## src/rtl/sha_pkg.sv

```systemverilog
// Shared SHA-256 constants, round functions and control-state encoding.
// Imported by sha_round and sha_core_param.
package sha_pkg;

    typedef enum logic [1:0] {
        ST_IDLE  = 2'd0,
        ST_ROUND = 2'd1,
        ST_FINAL = 2'd2
    } state_e;

    localparam logic [255:0] IV = {
        32'h6a09e667, 32'hbb67ae85, 32'h3c6ef372, 32'ha54ff53a,
        32'h510e527f, 32'h9b05688c, 32'h1f83d9ab, 32'h5be0cd19
    };

    localparam logic [31:0] K [64] = '{
        32'h428a2f98, 32'h71374491, 32'hb5c0fbcf, 32'he9b5dba5,
        32'h3956c25b, 32'h59f111f1, 32'h923f82a4, 32'hab1c5ed5,
        32'hd807aa98, 32'h12835b01, 32'h243185be, 32'h550c7dc3,
        32'h72be5d74, 32'h80deb1fe, 32'h9bdc06a7, 32'hc19bf174,
        32'he49b69c1, 32'hefbe4786, 32'h0fc19dc6, 32'h240ca1cc,
        32'h2de92c6f, 32'h4a7484aa, 32'h5cb0a9dc, 32'h76f988da,
        32'h983e5152, 32'ha831c66d, 32'hb00327c8, 32'hbf597fc7,
        32'hc6e00bf3, 32'hd5a79147, 32'h06ca6351, 32'h14292967,
        32'h27b70a85, 32'h2e1b2138, 32'h4d2c6dfc, 32'h53380d13,
        32'h650a7354, 32'h766a0abb, 32'h81c2c92e, 32'h92722c85,
        32'ha2bfe8a1, 32'ha81a664b, 32'hc24b8b70, 32'hc76c51a3,
        32'hd192e819, 32'hd6990624, 32'hf40e3585, 32'h106aa070,
        32'h19a4c116, 32'h1e376c08, 32'h2748774c, 32'h34b0bcb5,
        32'h391c0cb3, 32'h4ed8aa4a, 32'h5b9cca4f, 32'h682e6ff3,
        32'h748f82ee, 32'h78a5636f, 32'h84c87814, 32'h8cc70208,
        32'h90befffa, 32'ha4506ceb, 32'hbef9a3f7, 32'hc67178f2
    };

    function automatic logic [31:0] rotr(logic [31:0] x, int n);
        return (x >> n) | (x << (32 - n));
    endfunction

    function automatic logic [31:0] bsig0(logic [31:0] x);
        return rotr(x, 2) ^ rotr(x, 13) ^ rotr(x, 22);
    endfunction

    function automatic logic [31:0] bsig1(logic [31:0] x);
        return rotr(x, 6) ^ rotr(x, 11) ^ rotr(x, 25);
    endfunction

    function automatic logic [31:0] ssig0(logic [31:0] x);
        return rotr(x, 7) ^ rotr(x, 18) ^ (x >> 3);
    endfunction

    function automatic logic [31:0] ssig1(logic [31:0] x);
        return rotr(x, 17) ^ rotr(x, 19) ^ (x >> 10);
    endfunction

    function automatic logic [31:0] ch(logic [31:0] e, logic [31:0] f,
                                       logic [31:0] g);
        return (e & f) ^ (~e & g);
    endfunction

    function automatic logic [31:0] maj(logic [31:0] a, logic [31:0] b,
                                        logic [31:0] c);
        return (a & b) ^ (a & c) ^ (b & c);
    endfunction

    // Word-wise (8 x 32-bit, wrap-around) sum of two chaining values.
    function automatic logic [255:0] add8(logic [255:0] x, logic [255:0] y);
        logic [255:0] r;
        r = '0;
        for (int i = 0; i < 8; i++)
            r[32*i +: 32] = x[32*i +: 32] + y[32*i +: 32];
        return r;
    endfunction

endpackage

```

## src/rtl/sha_round.sv

```systemverilog
// One combinational SHA-256 round: a..h + Wt + Kt -> next a..h.
// Ports: state_in/state_out {a..h} with a in [255:224]; w, k round inputs.
module sha_round
    import sha_pkg::*;
(
    input  logic [255:0] state_in,
    input  logic [31:0]  w,
    input  logic [31:0]  k,
    output logic [255:0] state_out
);

    logic [31:0] a, b, c, d, e, f, g, h;
    logic [31:0] t1, t2;

    assign {a, b, c, d, e, f, g, h} = state_in;

    assign t1 = h + bsig1(e) + ch(e, f, g) + k + w;
    assign t2 = bsig0(a) + maj(a, b, c);

    assign state_out = {t1 + t2, a, b, c, d + t1, e, f, g};

endmodule

```

## src/rtl/sha_core_param.sv

```systemverilog
// SHA-256 compression engine, ROUNDS_PER_CYCLE rounds per clock, optional dSHA256.
// Ports: clk, rst (async active-low), start/dbl/start_state/input_message in; busy/done/result out.
module sha_core_param
    import sha_pkg::*;
#(
    parameter int ROUNDS_PER_CYCLE = 1
) (
    input  logic         clk,
    input  logic         rst,
    input  logic         start,
    input  logic         dbl,
    input  logic [255:0] start_state,
    input  logic [511:0] input_message,
    output logic         busy,
    output logic         done,
    output logic [255:0] result
);

    localparam int R = ROUNDS_PER_CYCLE;

    if (!(R == 1 || R == 2 || R == 4 || R == 8 || R == 16)) begin : g_bad_r
        $error("sha_core_param: ROUNDS_PER_CYCLE must be 1, 2, 4, 8 or 16");
    end

    state_e       state;
    logic [6:0]   cnt;
    logic         pass;
    logic         dbl_q;
    logic [255:0] h_q;
    logic [255:0] work;
    logic [31:0]  w [16];

    logic [31:0]  ext [16+R];
    logic [255:0] chain [R+1];
    logic [255:0] digest;
    logic [6:0]   cnt_nxt;

    // Schedule window extended by R words: ext[0..R-1] feed this cycle's
    // rounds, ext[R..R+15] become the next window.
    always_comb begin
        for (int j = 0; j < 16; j++)
            ext[j] = w[j];
        for (int j = 16; j < 16 + R; j++)
            ext[j] = ssig1(ext[j-2]) + ext[j-7] + ssig0(ext[j-15]) + ext[j-16];
    end

    assign chain[0] = work;

    for (genvar i = 0; i < R; i++) begin : g_rnd
        sha_round u_rnd (
            .state_in  (chain[i]),
            .w         (ext[i]),
            .k         (K[cnt[5:0] + 6'(i)]),
            .state_out (chain[i+1])
        );
    end

    assign digest  = add8(work, h_q);
    assign cnt_nxt = cnt + 7'(R);

    always_ff @(posedge clk or negedge rst) begin
        if (!rst) begin
            state  <= ST_IDLE;
            cnt    <= '0;
            pass   <= 1'b0;
            dbl_q  <= 1'b0;
            h_q    <= '0;
            work   <= '0;
            for (int i = 0; i < 16; i++)
                w[i] <= '0;
            result <= '0;
            done   <= 1'b0;
            busy   <= 1'b0;
        end else begin
            done <= 1'b0;
            unique case (state)
                ST_IDLE: begin
                    if (start) begin
                        h_q   <= start_state;
                        work  <= start_state;
                        dbl_q <= dbl;
                        for (int i = 0; i < 16; i++)
                            w[i] <= input_message[511-32*i -: 32];
                        cnt   <= '0;
                        pass  <= 1'b0;
                        busy  <= 1'b1;
                        state <= ST_ROUND;
                    end
                end
                ST_ROUND: begin
                    work <= chain[R];
                    for (int i = 0; i < 16; i++)
                        w[i] <= ext[i+R];
                    cnt <= cnt_nxt;
                    if (cnt_nxt == 7'd64)
                        state <= ST_FINAL;
                end
                ST_FINAL: begin
                    if (dbl_q && !pass) begin
                        // Second pass hashes the 32-byte digest as one padded block.
                        h_q  <= IV;
                        work <= IV;
                        for (int i = 0; i < 8; i++)
                            w[i] <= digest[255-32*i -: 32];
                        w[8] <= 32'h80000000;
                        for (int i = 9; i < 15; i++)
                            w[i] <= '0;
                        w[15] <= 32'd256;
                        cnt   <= '0;
                        pass  <= 1'b1;
                        state <= ST_ROUND;
                    end else begin
                        result <= digest;
                        done   <= 1'b1;
                        busy   <= 1'b0;
                        state  <= ST_IDLE;
                    end
                end
                default: state <= ST_IDLE;
            endcase
        end
    end

endmodule

```

## config.mk

```make
export PLATFORM = sky130hd
export DESIGN_NAME = sha_core_param
export DESIGN_NICKNAME = d
export VERILOG_FILES = /design/src/rtl/sha_pkg.sv /design/src/rtl/sha_round.sv /design/src/rtl/sha_core_param.sv
export SDC_FILE = /design/constraint.sdc
export NUM_CORES = 2
export LEC_CHECK = 0
export CAP_MARGIN = 20
export CORE_UTILIZATION = 35
export CTS_CLUSTER_SIZE = 24
export DETAILED_ROUTE_END_ITERATION = 7
export PLACE_DENSITY_LB_ADDON = 0.1
export RECOVER_POWER = 50
export SYNTH_ARGS = -nofsm -noshare
export SYNTH_HDL_FRONTEND = slang
export SYNTH_SLANG_ARGS = --single-unit
```

## constraint.sdc

```tcl
create_clock -name clk -period 8.3 [get_ports clk]
set_clock_uncertainty 0.15 [all_clocks]
set_input_delay 2.49 -clock clk [delete_from_list [all_inputs] [get_ports clk]]
set_output_delay 2.49 -clock clk [all_outputs]
set_load 0.01 [all_outputs]
```

==> impl_metrics.py <==
metrics = {
    "sta": {
        "fin_setup_tns_ps": 0,
        "fmax_ghz": 0.125,
        "setup_viol_count_final": 0,
        "worstMarginPinSlew_ps": 4000,
        "timing.max_slew.rel_slack": -1.66,
        "fin_crit_ps": 8000,
        "hold_viol_final": 0,
        "rsz0062_at_grt": "false",
        "slew_viol_final": 1339,
        "min_period_over_period": 0.964,
    },
    "route": {
        "vias": 83600,
        "routed_via_density": 5.86,
        "wl_per_cell_um": 33.8,
        "drtPass1Iterations": 6,
        "wl_mm": 482,
        "drt_iter0_markers": 9673,
        "post-route-drc-count": 0,
        "antenna_left": 0,
    },
    "final_layout": {
        "area_growth_syn_to_layout_pct": 24.3,
        "utilization": 0.438,
        "final_area_mm2": 0.105,
        "num-nets-final": 12300,
        "drive_above_1_share": 0.0698,
    },
    "critical_path": {
        "critPathKind": "reg -> reg",
        "required_ps": 8890,
        "r2r_slack_ps": 300,
        "start_kind": "flip-flop",
        "regToRegStartpoint": "cnt[3]",
        "reg2reg_depth": 30,
        "cpMostUsedCell": "a21oi_1",
        "crit_slowest_cell": "dfrtp_4",
        "crit_fanout": 25,
        "crit_end": "work[251]",
        "cp-end-kind": "flip-flop",
        "startpoint": "cnt[3]",
        "crit_arrival_ps": 8590,
        "r2r-end": "work[251]",
        "max_stage_delay_ps": 620,
    },
    "clock_network": {
        "cts_hold_buf": 0,
        "clkSinkCount": 1293,
        "cts_tree": "yes",
        "htreeDepth": 4,
        "cts.clk_slew.worst_paths_ps": 60,
        "cts-root-buf": "clkbuf_16",
        "clock_path_buffers": 3,
        "clock_latency_ps": 890,
        "cts_buffers": 161,
    },
    "logic_synthesis": {
        "synth-seq-cells": 1293,
        "synth_top_family_by_area": "compound AO/OA/AOI/OAI gates",
        "synth_area_mm2": 0.0847,
        "synth.area.top_cells": "dfrtp_1 38%, nand2_1 6.8%, a221oi_1 5.9%, ha_1 5.9%, nor2_1 5.8%",
        "synth_mux_area_frac": 0.00964,
        "synth_warnings": 0,
        "ys_types": 87,
        "ys_seq_area_frac": 0.382,
        "syn_inst": 10100,
        "synth-simple-area-share": 0.164,
        "synth.most_common_cell": "nand2_1",
        "yosys.area.top_type_share": 0.382,
        "synth_xor_area_frac": 0.0623,
        "synth_fa_ha_area_frac": 0.105,
        "synth_compound_area_frac": 0.223,
        "ys_dominant_reg_cell": "dfrtp_1",
        "synth_nets": 11400,
        "async_reset_ff_frac": 1.00,
        "synthTopCellsByCount": "1536 x nand2_1, 1304 x nor2_1, 1293 x dfrtp_1",
        "avgSynthCellArea_um2": 8.42,
        "synth_top_area_cell": "dfrtp_1",
        "synth_edf_count": 0,
    },
    "placed_design": {
        "place_area_mm2": 0.0997,
        "routabilityCongestion": 1.04,
        "place_hpwl_mm": 376,
        "port-buffer-count": 1029,
    },
    "floorplan": {
        "start_util": 0.352,
        "fp.dieH_um": 494,
        "ios": 1030,
        "die_area_mm2": 0.244,
        "die_x_um": 494,
        "coreArea_mm2": 0.241,
        "rows": 180,
    },
    "global_route": {
        "grt_pass1_wl_mm": 656,
        "antenna_found_initial": 67,
        "grt_overflow": 0,
        "grt_max_degree": 220,
        "grt_usage": 0.385,
        "grt_pass1_vias": 80300,
    },
    "flow_run": {
        "max_cap_violations": 22,
    },
    "outcome": {
        "status": "complete, but fails checks",
        "violations": "max-capacitance violations, max-slew violations",
    },
    "worst_hold_path": {
        "hp-class": "reg -> reg",
    },
}
-- sequential cells by signal (all words and copies together) (netlist names) --
| signal | count |
|---|---|
| busy | 1 |
| cnt | 7 |
| dbl_q | 1 |
| done | 1 |
| ext | 512 |
| h_q | 256 |
| pass | 1 |
| result | 256 |
| state | 2 |
| work | 256 |
-- routing by layer --
| layer | share of wire | track usage | wire length (um) | up-vias |
|---|---|---|---|---|
| li1 | - | - | - | 36800 |
| met4 | 0.050 | 0.181 | 24000 | 14 |
| met2 | 0.44 | 0.585 | 213000 | 3871 |
| met1 | 0.43 | 0.527 | 208000 | 42200 |
| met5 | 0.00019 | 0.00372 | 90 | - |
| met3 | 0.075 | 0.0704 | 36100 | 688 |
-- critical path, delay by kind of cell, from the launching register on --
kind,cells,cell delay [ps]
xor gates and xnor gates,2,350
AOI/OAI and AO/OA,16,3930
adders and majority gates,4,1520
DFF,1,620
buffers and inverters,4,680
and+or+nand+nor,4,600
-- repair_timing --
item                       4_1_cts  5_1_grt
setup endpoints to repair        0       16
setup buffers                    0        1
gates resized for setup          0       18
-- worst min-delay path by stage --
stage	startpoint	to	slack, ps	depth (start not counted)
after floorplan	ext[290]	ext[290]	300	2
final	result[89]	result[89]	320	2
after global placement	result[28]	result[28]	310	2
after CTS	result[89]	result[89]	330	2
after detailed placement	result[197]	result[197]	310	2
after global routing	result[114]	result[114]	340	2
-- cells by family after synthesis --
group / Yosys count
adders and majority gates: 594
and+or+nand+nor: 3406
DFF: 1293
buffers and inverters: 1214
xor gates and xnor gates: 600
muxes: 67
AOI/OAI and AO/OA: 2883
-- stage by stage --
stage | worst slack [ps] | hold slack [ps] | instances
after global placement | 208 | 305 | 13900
after CTS | 163 | 328 | 14200
after global routing | 6.87 | 345 | 14300
final | 301 | 324 | 14300
after floorplan | 668 | 296 | 10100
after detailed placement | 217 | 312 | 13900
-- layout make-up --
class	instances	area, um^2
antenna	47	118
clock inverter	56	907
tap	3185	3990
multi-input combinational	7550	48000
inverter	470	1780
timing repair buffer	1428	13500
sequential	1293	32400
fill	24100	135000
clock buffer	234	4670
-- cells in the final DEF, fill, tap and decap left out, drive strengths merged, types with 48 or more instances in the layout --
cell type         n
nand2b           51
a21oi           689
o31ai           141
nand3            88
xor2            229
buf             372
clkbuf          261
nor2           1304
o211ai           50
fa              195
inv             473
nor3            201
ha              397
nand2          1536
a21o            193
o21ai           805
o21bai           54
a31oi            49
and3             48
dfrtp          1293
a211oi           50
a221oi          574
xnor2           369
clkdlybuf4s50  1027
Power is left out: the tool's default activity adds up to more than one toggle a clock period on the data nets, which glitch-free logic cannot reach.
